$ cat config.mk
export PLATFORM = sky130hd
export DESIGN_NAME = glyph_scan_ctrl_flat
export DESIGN_NICKNAME = d
export VERILOG_FILES = /design/src/rtl/glyph_scan_ctrl_if.sv /design/src/rtl/glyph_scan_ctrl.sv /design/src/flat_wrapper.sv
export SDC_FILE = /design/constraint.sdc
export NUM_CORES = 1
export LEC_CHECK = 0
export BUFFER_PORTS_ARGS = -buffer_cell sky130_fd_sc_hd__buf_2
export CELL_PAD_IN_SITES_DETAIL_PLACEMENT = 1
export CELL_PAD_IN_SITES_GLOBAL_PLACEMENT = 2
export CORE_UTILIZATION = 28
export DETAILED_ROUTE_END_ITERATION = 12
export PLACE_DENSITY_LB_ADDON = 0.1
export SYNTH_ARGS = -nofsm -noshare
export SYNTH_HDL_FRONTEND = slang
export SYNTH_SLANG_ARGS = --single-unit
export TNS_END_PERCENT = 50
$ cat constraint.sdc
create_clock -name clk -period 1.5 [get_ports clk]
set_input_delay 0.45 -clock clk [delete_from_list [all_inputs] [get_ports clk]]
set_output_delay 0.45 -clock clk [all_outputs]
set_load 0.02 [all_outputs]
$ cat src/rtl/glyph_scan_ctrl_if.sv
`default_nettype none
// ============================================================================
//  Module      : glyph_scan_ctrl_if
//  Description : Bundles the character handshake, the character-ROM port and
//                the serial pixel stream of glyph_scan_ctrl. The master side
//                (text logic, ROM and display shifter) drives the inputs. The
//                slave side is the scan controller.
//  Revision    : 1.0  initial release
// ============================================================================
interface glyph_scan_ctrl_if #(
    parameter int CHAR_BITS = 2,
    parameter int ROW_BITS  = 4,
    parameter int COLS      = 8
);
    localparam int COL_BITS = $clog2(COLS);

    logic                          char_valid;
    logic [CHAR_BITS-1:0]          char_code;
    logic                          char_ready;
    logic [CHAR_BITS+ROW_BITS-1:0] rom_addr;
    logic [COLS-1:0]               rom_data;
    logic                          pix_valid;
    logic                          pix_ready;
    logic                          pixel_out;
    logic [ROW_BITS-1:0]           row_idx;
    logic [COL_BITS-1:0]           col_idx;
    logic                          glyph_start;
    logic                          busy;
    logic                          done;

    modport master (
        output char_valid, char_code, rom_data, pix_ready,
        input  char_ready, rom_addr, pix_valid, pixel_out,
               row_idx, col_idx, glyph_start, busy, done
    );

    modport slave (
        input  char_valid, char_code, rom_data, pix_ready,
        output char_ready, rom_addr, pix_valid, pixel_out,
               row_idx, col_idx, glyph_start, busy, done
    );
endinterface
`default_nettype wire

$ cat src/rtl/glyph_scan_ctrl.sv
`default_nettype none
// ============================================================================
//  Module      : glyph_scan_ctrl
//  Description : Walks the character ROM one row at a time and serialises each
//                row MSB-first onto a valid/ready pixel stream. A one-entry
//                pending buffer lets a following glyph start right after the
//                last pixel of the current glyph, with no idle cycle.
//  Revision    : 1.0  initial release
// ============================================================================
module glyph_scan_ctrl #(
    parameter int CHAR_BITS = 2,
    parameter int ROW_BITS  = 4,
    parameter int COLS      = 8
) (
    input  wire logic         clk,
    input  wire logic         reset,
    glyph_scan_ctrl_if.slave  bus
);
    localparam int COL_BITS = $clog2(COLS);
    localparam logic [ROW_BITS-1:0] c_row_last = '1;
    localparam logic [COL_BITS-1:0] c_col_last = COL_BITS'(COLS - 1);

    typedef enum logic [1:0] {
        S_IDLE  = 2'd0,
        S_FETCH = 2'd1,
        S_SHIFT = 2'd2
    } state_t;

    state_t                        state_q,     state_d;
    logic [CHAR_BITS-1:0]          cur_char_q,  cur_char_d;
    logic [CHAR_BITS-1:0]          pend_code_q, pend_code_d;
    logic                          pend_full_q, pend_full_d;
    logic [COLS-1:0]               shift_q,     shift_d;
    logic [ROW_BITS-1:0]           row_q,       row_d;
    logic [COL_BITS-1:0]           col_q,       col_d;
    logic [CHAR_BITS+ROW_BITS-1:0] rom_addr_q,  rom_addr_d;
    logic                          done_q,      done_d;

    logic w_accept;
    logic w_xfer;
    logic w_row_end;
    logic w_glyph_end;

    assign w_accept    = bus.char_valid & ~pend_full_q;
    assign w_xfer      = (state_q == S_SHIFT) & bus.pix_ready;
    assign w_row_end   = w_xfer & (col_q == c_col_last);
    assign w_glyph_end = w_row_end & (row_q == c_row_last);

    // Next-state logic: fetch a row, shift out its pixels, chain to the next glyph
    always_comb begin
        state_d     = state_q;
        cur_char_d  = cur_char_q;
        pend_code_d = pend_code_q;
        pend_full_d = pend_full_q;
        shift_d     = shift_q;
        row_d       = row_q;
        col_d       = col_q;
        done_d      = 1'b0;

        case (state_q)
            S_IDLE: begin
                if (w_accept) begin
                    cur_char_d = bus.char_code;
                    row_d      = '0;
                    col_d      = '0;
                    state_d    = S_FETCH;
                end
            end

            S_FETCH: begin
                // ROM data is combinational on the registered address
                shift_d = bus.rom_data;
                col_d   = '0;
                state_d = S_SHIFT;
            end

            S_SHIFT: begin
                if (w_xfer) begin
                    shift_d = shift_q << 1;
                    col_d   = col_q + COL_BITS'(1);
                end
                if (w_row_end) begin
                    col_d = '0;
                    if (!w_glyph_end) begin
                        row_d   = row_q + ROW_BITS'(1);
                        state_d = S_FETCH;
                    end else begin
                        done_d = 1'b1;
                        row_d  = '0;
                        // A buffered code takes priority over one offered now
                        if (pend_full_q) begin
                            cur_char_d  = pend_code_q;
                            pend_full_d = 1'b0;
                            state_d     = S_FETCH;
                        end else if (w_accept) begin
                            cur_char_d = bus.char_code;
                            state_d    = S_FETCH;
                        end else begin
                            state_d = S_IDLE;
                        end
                    end
                end
            end

            default: state_d = S_IDLE;
        endcase

        // Codes arriving mid-glyph wait in the pending buffer
        if (w_accept && (state_q != S_IDLE) && !w_glyph_end) begin
            pend_code_d = bus.char_code;
            pend_full_d = 1'b1;
        end

        // Address always tracks the glyph/row that the next FETCH will read
        rom_addr_d = {cur_char_d, row_d};
    end

    // State register with synchronous reset; reset aborts any glyph in flight
    always_ff @(posedge clk) begin
        if (reset) begin
            state_q     <= S_IDLE;
            cur_char_q  <= '0;
            pend_code_q <= '0;
            pend_full_q <= 1'b0;
            shift_q     <= '0;
            row_q       <= '0;
            col_q       <= '0;
            rom_addr_q  <= '0;
            done_q      <= 1'b0;
        end else begin
            state_q     <= state_d;
            cur_char_q  <= cur_char_d;
            pend_code_q <= pend_code_d;
            pend_full_q <= pend_full_d;
            shift_q     <= shift_d;
            row_q       <= row_d;
            col_q       <= col_d;
            rom_addr_q  <= rom_addr_d;
            done_q      <= done_d;
        end
    end

    assign bus.char_ready  = ~pend_full_q;
    assign bus.rom_addr    = rom_addr_q;
    assign bus.pix_valid   = (state_q == S_SHIFT);
    assign bus.pixel_out   = shift_q[COLS-1];
    assign bus.row_idx     = row_q;
    assign bus.col_idx     = col_q;
    assign bus.glyph_start = (state_q == S_SHIFT) && (row_q == '0) && (col_q == '0);
    assign bus.busy        = (state_q != S_IDLE);
    assign bus.done        = done_q;

endmodule
`default_nettype wire

$ cat src/flat_wrapper.sv
// flat-port wrapper written by rule: the top's interface ports become plain ports
module glyph_scan_ctrl_flat 
#(
    parameter int CHAR_BITS = 2,
    parameter int ROW_BITS  = 4,
    parameter int COLS      = 8
)
  (clk, reset, bus_char_valid, bus_char_code, bus_rom_data, bus_pix_ready, bus_char_ready, bus_rom_addr, bus_pix_valid, bus_pixel_out, bus_row_idx, bus_col_idx, bus_glyph_start, bus_busy, bus_done);
  glyph_scan_ctrl_if #(.CHAR_BITS(CHAR_BITS), .ROW_BITS(ROW_BITS), .COLS(COLS)) bus_i ();
  input  wire logic clk;
  input  wire logic reset;
  input wire logic [$bits(bus_i.char_valid)-1:0] bus_char_valid;
  input wire logic [$bits(bus_i.char_code)-1:0] bus_char_code;
  input wire logic [$bits(bus_i.rom_data)-1:0] bus_rom_data;
  input wire logic [$bits(bus_i.pix_ready)-1:0] bus_pix_ready;
  output wire logic [$bits(bus_i.char_ready)-1:0] bus_char_ready;
  output wire logic [$bits(bus_i.rom_addr)-1:0] bus_rom_addr;
  output wire logic [$bits(bus_i.pix_valid)-1:0] bus_pix_valid;
  output wire logic [$bits(bus_i.pixel_out)-1:0] bus_pixel_out;
  output wire logic [$bits(bus_i.row_idx)-1:0] bus_row_idx;
  output wire logic [$bits(bus_i.col_idx)-1:0] bus_col_idx;
  output wire logic [$bits(bus_i.glyph_start)-1:0] bus_glyph_start;
  output wire logic [$bits(bus_i.busy)-1:0] bus_busy;
  output wire logic [$bits(bus_i.done)-1:0] bus_done;
  assign bus_i.char_valid = bus_char_valid;
  assign bus_i.char_code = bus_char_code;
  assign bus_i.rom_data = bus_rom_data;
  assign bus_i.pix_ready = bus_pix_ready;
  assign bus_char_ready = bus_i.char_ready;
  assign bus_rom_addr = bus_i.rom_addr;
  assign bus_pix_valid = bus_i.pix_valid;
  assign bus_pixel_out = bus_i.pixel_out;
  assign bus_row_idx = bus_i.row_idx;
  assign bus_col_idx = bus_i.col_idx;
  assign bus_glyph_start = bus_i.glyph_start;
  assign bus_busy = bus_i.busy;
  assign bus_done = bus_i.done;
  glyph_scan_ctrl #(.CHAR_BITS(CHAR_BITS), .ROW_BITS(ROW_BITS), .COLS(COLS)) u_core (.clk(clk), .reset(reset), .bus(bus_i));
endmodule
==> flow_summary.yaml, run 1 <==
timing:
  grt_setup_unrepaired: "yes"
  fin_tns_setup_ns: -0.527
  max_freq_mhz: 601
  slew_viol_final: 0
  layout_setup_ws_ns: -0.164
  tightest_slew_ns: 0.411
  finalCriticalPeriod_ns: 1.66
  fin_crit_sh_pct: 111
  slew_headroom_pct: 72.6
  fin_worst_skew_ns: 0.00302
  hold_viol: 0
  setup_viol: 8
global_route:
  grt_pass1_vias: 1324
  grt_max_degree: 19
  grt_first_pass_wirelength_um: 6340
  grt_usage_pct: 15.6
  grt-ovfl-total: 0
  antenna_found_initial: 0
pwr:
  p_per_area_nw_per_um2: 761
  p_leak_nw: 0.854
  peakVddDrop_uv: 456
  finalPower_w: 0.00151
clock_tree:
  clk_latency_ns: 0.27
  numCtsBuffers: 3
  htreeDepth: 1
  clockBufferDepth: 2
  path_clk_slew_ns: 0.09
  cts_num_sinks: 23
  ctsRootBufferMaster: "clkbuf_8"
  tritoncts: "built"
  cts_hold_buf: 0
floorplan:
  rows: 24
  die_w_um: 71.7
  core_um2: 4500
  pin_count: 33
  dieArea_um2: 5140
  start_util_pct: 30.2
  die_y_um: 71.7
yosys:
  yosys.area.top_type: "dfxtp_1"
  synthDistinctLibCells: 44
  synthTopCellsByArea: "dfxtp_1, nand2_1, ha_1, a311oi_2, nor2_1"
  syn_area_um2: 1360
  synth_area_per_cell_um2: 9.06
  synthArstFlopShare_pct: 0
  synth-seq-cells: 23
  synth_top_area_share_pct: 33.9
  syn_inst: 150
  syn-num-nets: 169
  ys.flop_type: "dfxtp_1"
  yosysWarnings: 0
  synth_edf_count: 0
  seq_area_frac_synth_pct: 33.9
setup_path:
  worst_setup_path_start_kind: "flop"
  cp-end-kind: "output port"
  cp_max_fo: 2
  rrSetupSlack_ns: -0.06
  r2r_cells: 7
  r2r-start: "u_core.state_q[0]$_SDFFE_PP0P_"
  path_class: "reg -> out"
  cp.arrival_ns: 1.21
  required_ns: 1.05
drt:
  drt_pass1_iterations: 4
  viasPerCell: 5.07
  drt-total-wl_um: 3860
  vias: 1294
  first_iter_violations: 21
  drc: 0
  wl_per_cell_um: 15.1
  final_antenna_net_count: 0
cells_and_area:
  drive_gt1_share_pct: 55.2
  fillers: 538
  mostFrequentLayoutCells: "buf_2, buf_4, nand2_1, dfxtp_1, nor2_1"
  final_core_util_pct: 44.1
  syn_to_final_growth_pct: 46.1
  fin_cells: 255
  layout.nets: 223
  antenna_cells: 0
min_path:
  holdPathStages: 3
  min_path_type: "in -> reg"
  min_from: "bus_rom_data[1]"
  hold_path_end: "u_core.shift_q[1]$_SDFFE_PP0P_"
outcome:
  outcome: "complete, but fails checks"
  violations: "negative setup slack"
placed_design:
  dp_hpwl_um: 2810
  dp_slack_ns: -0.00452
  dp_cells: 240
  place.gp.congestion: 0.734
  portBuffers: 32
run:
  drv_cap: 0
[power by group]
part | internal [W] | total [W] | switching (W)
Combinational | 0.000209 | 0.000425 | 0.000216
Clock | 0.000186 | 0.000408 | 0.000222
Sequential | 0.000647 | 0.000679 | 0.0000318
Total | 0.00104 | 0.00151 | 0.000470
[cell families (layout without fill, tap and decap cells)]
kind of cell	Yosys count	count (layout)	share of synthesized area, %
fa+ha+maj	5	5	4.60
simple gates	61	61	25.3
buf+inv	20	73	8.75
compound gates	37	37	24.5
flops	23	23	33.9
mux	4	4	2.95
[how the worst max path moves through the flow]
stage,from,end,slack (ns),cells past startpoint
floorplan,u_core.state_q[0]$_SDFFE_PP0P_,bus_glyph_start,-0.13,6
global placement,u_core.bus.col_idx[0]$_SDFFE_PP0P_,flop,0.01,6
detailed placement,u_core.bus.col_idx[0]$_SDFFE_PP0P_,flop,-0.005,6
CTS,u_core.state_q[0]$_SDFFE_PP0P_,bus_glyph_start,-0.16,5
global route,u_core.bus.col_idx[1]$_SDFFE_PP0P_,bus_glyph_start,-0.21,5
finish,u_core.state_q[0]$_SDFFE_PP0P_,bus_busy,-0.16,4
[area by class of cell]
class / count / area [um^2] / share of cell area [%]
clock inverter: 1 / 5.00 / 0.252
sequential: 23 / 479 / 24.1
clock buffer: 3 / 41.3 / 2.08
inverter: 7 / 28.8 / 1.45
multi-input combinational: 107 / 898 / 45.2
timing repair buffer: 62 / 468 / 23.6
tap: 52 / 65.1 / 3.28
[per-stage QoR]
stage,area [um^2],hold slack [ns]
after floorplan,1430,0.450
after global placement,1710,0.471
after global routing,1990,0.459
after detailed placement,1710,0.478
final,1990,0.446
after CTS,1870,0.440
[critical path, stage by stage (launching register included)]
cell and delay (ns):
dfxtp_2 0.33, buf_4 0.13, buf_12 0.11, or2_4 0.24, buf_6 0.13
[routing by layer]
layer / routed length, um / up-vias / track usage (%)
met5: 0 / - / 0
met2: 2090 / 26 / 29.5
met4: 13 / 0 / 2.83
met1: 1630 / 626 / 17.9
met3: 130 / 2 / 3.52
li1: - / 640 / -
[cell usage after synthesis, types with 3 or more instances]
library cell and instances:
a311oi_1 3, buf_4 5, nand2_1 19, inv_1 6
nand2b_1 4, o2111ai_1 3, nand3_1 9, a311oi_2 4
mux2i_1 4, nor2_1 15, ha_1 5, dfxtp_1 23
clkbuf_1 3, buf_6 3, a21oi_1 9
[repair_timing]
| item | CTS | global route |
|---|---|---|
| endpoints found under the hold margin | 0 | 0 |
| gates resized for setup | 18 | 22 |
| setup buffers | 7 | 4 |
| gates cloned | 0 | 0 |
| pin swaps | 7 | 12 |
| endpoints found under the setup margin | 6 | 21 |
Note: power is estimated with default switching activity, not from simulation.
==> run 2: changes to the inputs <==
- CORE_ASPECT_RATIO: not set -> 1.25
==> flow_summary.yaml, run 2 (synthesis gave the netlist of run 1 again) <==
outcome:
  outcome: "complete, but fails checks"
  violations: "negative setup slack"
clock_tree:
  tritoncts: "built"
  htreeDepth: 1
  clockBufferDepth: 2
  ctsRootBufferMaster: "clkbuf_8"
  numCtsBuffers: 3
  clk_latency_ns: 0.28
  cts_num_sinks: 23
  path_clk_slew_ns: 0.09
placed_design:
  dpl_cell_area_um2: 1750
  dp_hpwl_um: 2880
  place.gp.congestion: 0.736
  dp_cells: 253
  portBuffers: 32
setup_path:
  crit_chain: "nand2b_4 -> inv_4 -> nand3_4 -> nor4_4 -> buf_4"
  path_class: "reg -> out"
  cp-end-kind: "output port"
  cpLargestDelayFamily: "flip-flops"
  cp.arrival_ns: 1.20
  crit_buf_inv: 2
  cp_max_fo: 3
  r2r-start: "u_core.bus.col_idx[0]$_SDFFE_PP0P_"
  critical_path_depth: 5
  r2r_cells: 7
  required_ns: 1.05
  worst_setup_path_start_kind: "flop"
  rrSetupSlack_ns: -0.05
  critPathMaxStageDelay_ns: 0.34
  cp_slowest_cell: "dfxtp_2"
floorplan:
  die_w_um: 64.3
  rows: 28
  die_y_um: 79.9
  pin_count: 33
  start_util_pct: 28.9
  dieArea_um2: 5140
  core_um2: 4690
timing:
  tightest_slew_ns: 0.432
  layout_setup_ws_ns: -0.145
  slew_headroom_pct: 71.2
  fin_crit_sh_pct: 110
  max_freq_mhz: 608
  grt_setup_unrepaired: "yes"
  setup_viol: 8
  fin_worst_skew_ns: 0.00360
  hold_viol: 0
  slew_viol_final: 0
  finalCriticalPeriod_ns: 1.65
  fin_tns_setup_ns: -0.302
global_route:
  grt_first_pass_wirelength_um: 6560
  grt-ovfl-total: 0
  grt_pass1_vias: 1392
  grt_max_degree: 19
  antenna_found_initial: 0
  grt_usage_pct: 16.5
cells_and_area:
  final_area_um2: 2030
  syn_to_final_growth_pct: 49.4
  fin_cells: 269
  drive_gt1_share_pct: 57.4
  final_common_cell: "buf_4"
  layout.nets: 229
  mostFrequentLayoutCells: "buf_4, buf_2, nand2_1, nor2_1, dfxtp_1"
  antenna_cells: 0
drt:
  first_iter_violations: 26
  vias: 1344
  wl_per_cell_um: 15.0
  viasPerCell: 5.00
  final_antenna_net_count: 0
  drt-total-wl_um: 4020
  drt_pass1_iterations: 4
  drc: 0
min_path:
  holdPathStages: 3
  min_path_type: "in -> reg"
  min_from: "bus_rom_data[1]"
  hold_path_end: "u_core.shift_q[1]$_SDFFE_PP0P_"
run:
  drv_cap: 0
pwr:
  p_per_area_nw_per_um2: 748
  p_leak_nw: 0.892
  peakVddDrop_uv: 367
-- run 2: how the worst max path moves through the flow --
stage / start / to / slack (ns)
floorplan: u_core.state_q[0]$_SDFFE_PP0P_ / bus_glyph_start / -0.13
global placement: u_core.bus.col_idx[0]$_SDFFE_PP0P_ / flop / -0.01
detailed placement: u_core.bus.col_idx[0]$_SDFFE_PP0P_ / flop / -0.05
CTS: u_core.bus.col_idx[0]$_SDFFE_PP0P_ / bus_glyph_start / -0.16
global route: u_core.bus.col_idx[0]$_SDFFE_PP0P_ / bus_glyph_start / -0.21
finish: u_core.state_q[0]$_SDFFE_PP0P_ / bus_glyph_start / -0.15
-- run 2: worst register-to-register path, stage by stage, from the launching register on --
cell,delay [ns]
dfxtp_4,0.36
buf_4,0.12
ha_4,0.13
ha_4,0.16
nand4b_4,0.14
or2_4,0.29
a21oi_2,0.15
o32ai_2,0.08
-- run 2: per-stage QoR --
step	util, %	power, W	hold WS (ns)	setup WS (ns)
2_1_floorplan	-	0.000950	0.450	-0.128
3_3_place_gp	37.2	0.00104	0.469	-0.0132
3_5_place_dp	37.2	0.00105	0.487	-0.0515
4_1_cts	41.8	0.00152	0.426	-0.157
5_1_grt	43.3	0.00160	0.442	-0.206
6_report	43.3	0.00152	0.430	-0.145
-- run 2: metal layers --
layer | vias up | GRT usage (%) | share of wire (%)
li1 | 653 | - | -
met1 | 662 | 17.5 | 39
met2 | 27 | 33.2 | 57
met3 | 2 | 2.29 | 2.5
met4 | 0 | 4.00 | 0.67
met5 | - | 0 | 0
-- run 2: power by group --
part / switching (W) / internal, W
Clock: 0.000230 / 0.000186
Combinational: 0.000218 / 0.000207
Sequential: 0.0000298 / 0.000647
-- run 2: what timing repair did --
item	in CTS	in global routing
hold endpoints to repair	0	0
hold buffers	0	0
resized for setup	27	16
setup endpoints to repair	7	23
buffers inserted	10	2
pin swaps	8	3
gates cloned	0	1
-- run 2: layout make-up --
class / instances / area [um^2]
timing repair buffer: 67 / 483
inverter: 7 / 31.3
fill: 569 / 2660
clock inverter: 1 / 5.00
multi-input combinational: 108 / 916
clock buffer: 3 / 41.3
sequential: 23 / 479
tap: 60 / 75.1
==> run 3: changes to the inputs <==
- BUFFER_PORTS_ARGS: -buffer_cell sky130_fd_sc_hd__buf_2 -> -buffer_cell sky130_fd_sc_hd__buf_4
- CORE_UTILIZATION: 28 -> 31
- clock period: 1.5 -> 1.6 ns (I/O delays scaled with it)
==> flow_summary.yaml, run 3 (synthesis gave the netlist of run 1 again) <==
timing:
  grt_setup_unrepaired: "yes"
  layout_setup_ws_ns: -0.0645
  max_freq_mhz: 601
  fin_crit_sh_pct: 104
  slew_headroom_pct: 73.0
  hold_viol: 0
  fin_worst_skew_ns: 0.00156
  tightest_slew_ns: 0.395
  slew_viol_final: 0
  setup_viol: 3
  finalCriticalPeriod_ns: 1.66
clock_tree:
  cts_num_sinks: 23
  htreeDepth: 1
  clockBufferDepth: 2
  numCtsBuffers: 3
  clk_latency_ns: 0.27
  ctsRootBufferMaster: "clkbuf_8"
  tritoncts: "built"
  path_clk_slew_ns: 0.09
drt:
  drc: 0
  wl_per_cell_um: 14.4
  final_antenna_net_count: 0
  drt-total-wl_um: 3540
  dr.max_layer_used: "met4"
  viasPerCell: 4.98
  vias: 1220
  drt-met1-wl_um: 1540
  wl_met3_um: 114
  first_iter_violations: 26
  wl_met2_um: 1860
  drt_pass1_iterations: 4
cells_and_area:
  layout.nets: 209
  syn_to_final_growth_pct: 35.8
  antenna_cells: 0
  final_common_cell: "buf_4"
  fin_cells: 245
  mostFrequentLayoutCells: "buf_4, nand2_1, dfxtp_1, nor2_1, a21oi_1"
  drive_gt1_share_pct: 47.6
  final_area_um2: 1850
placed_design:
  dpl_cell_area_um2: 1690
  place.gp.congestion: 0.717
  portBuffers: 32
  dp_hpwl_um: 2610
  dp_cells: 235
setup_path:
  cp-end-kind: "output port"
  required_ns: 1.12
  worst_setup_path_start_kind: "flop"
  crit_chain: "nand2b_4 -> inv_4 -> buf_4 -> buf_4"
  critPathMaxStageDelay_ns: 0.34
  cp_max_fo: 13
  cp.arrival_ns: 1.18
  cpLargestDelayFamily: "buffers and inverters"
  crit_path_frequent_cell: "buf_4"
  cp_slowest_cell: "dfxtp_2"
  crit_buf_inv: 3
  path_class: "reg -> out"
floorplan:
  start_util_pct: 32.9
  dieArea_um2: 4650
  core_um2: 4130
  rows: 26
  pin_count: 33
  die_y_um: 76.0
  die_w_um: 61.2
pwr:
  peakVddDrop_uv: 311
  p_leak_nw: 0.773
  p_per_area_nw_per_um2: 736
global_route:
  antenna_found_initial: 0
  grt_pass1_vias: 1274
  grt_max_degree: 25
  grt_first_pass_wirelength_um: 6060
  grt-ovfl-total: 0
  grt_usage_pct: 17.0
outcome:
  outcome: "complete, but fails checks"
  violations: "negative setup slack"
min_path:
  min_path_type: "in -> reg"
run:
  drv_cap: 0
## run 3: cell types whose count changed in the layout (fill, tap and decap cells not counted), moves of 2 or more
| cell | change |
|---|---|
| dfxtp_2 | -2 |
| buf_4 | +15 |
| nand2_2 | -2 |
| nand2_1 | +2 |
| dfxtp_1 | +3 |
| buf_2 | -25 |
| buf_6 | -8 |
## run 3: what timing repair did
action | CTS | global route
buffers inserted | 6 | 0
gates cloned | 0 | 0
hold buffers | 0 | 0
setup endpoints to repair | 6 | 10
resized for setup | 16 | 1
pin swaps | 7 | 1
## run 3: final timing paths
check                                                    start                        endpoint  slack [ns]  cells past startpoint
worst max-delay path            u_core.state_q[0]$_SDFFE_PP0P_                   bus_pix_valid       -0.06                      4
worst min-delay path                           bus_rom_data[1]  u_core.shift_q[1]$_SDFFE_PP0P_        0.48                      3
worst max register to register                            flop                            flop        0.02                      6
worst min register to register  u_core.shift_q[6]$_SDFFE_PP0P_  u_core.shift_q[7]$_SDFFE_PP0P_        0.49                      2
## run 3: through the flow
step | util [%] | setup TNS [ns] | power (W) | hold slack (ns) | setup slack (ns)
after detailed placement | 41.0 | -0.0363 | 0.000983 | 0.489 | -0.0363
final | 44.7 | -0.146 | 0.00136 | 0.475 | -0.0645
after global placement | 41.0 | 0 | 0.000974 | 0.473 | 0.0332
after global routing | 44.7 | -0.578 | 0.00143 | 0.491 | -0.165
after CTS | 44.4 | -0.190 | 0.00137 | 0.474 | -0.0827
after floorplan | - | -0.0585 | 0.000893 | 0.450 | -0.0585
## run 3: layout make-up
cell class / count / area (um^2)
Fill cell: 501 / 2290
Multi-Input combinational cell: 107 / 867
Sequential cell: 23 / 473
Timing Repair Buffer: 48 / 360
Tap cell: 56 / 70.1
Clock buffer: 3 / 41.3
Inverter: 7 / 28.8
Clock inverter: 1 / 5.00
## run 3: worst min-delay path: stages
cell      delay [ns]
buf_4           0.11
nand2_1         0.04
a311oi_1        0.07
## run 3: report_power, final
part / internal [W] / total [W] / leakage [nW] / switching, W
clock network: 0.000174 / 0.000387 / 0.0255 / 0.000213
logic: 0.000155 / 0.000337 / 0.557 / 0.000182
registers: 0.000607 / 0.000635 / 0.191 / 0.0000278
total: 0.000937 / 0.00136 / 0.773 / 0.000422
## run 3: per-layer routing
| layer | vias to the layer above | GRT usage (%) |
|---|---|---|
| met3 | 2 | 1.53 |
| met4 | 0 | 5.23 |
| met1 | 582 | 22.2 |
| met5 | - | 0 |
| li1 | 610 | - |
| met2 | 26 | 28.6 |
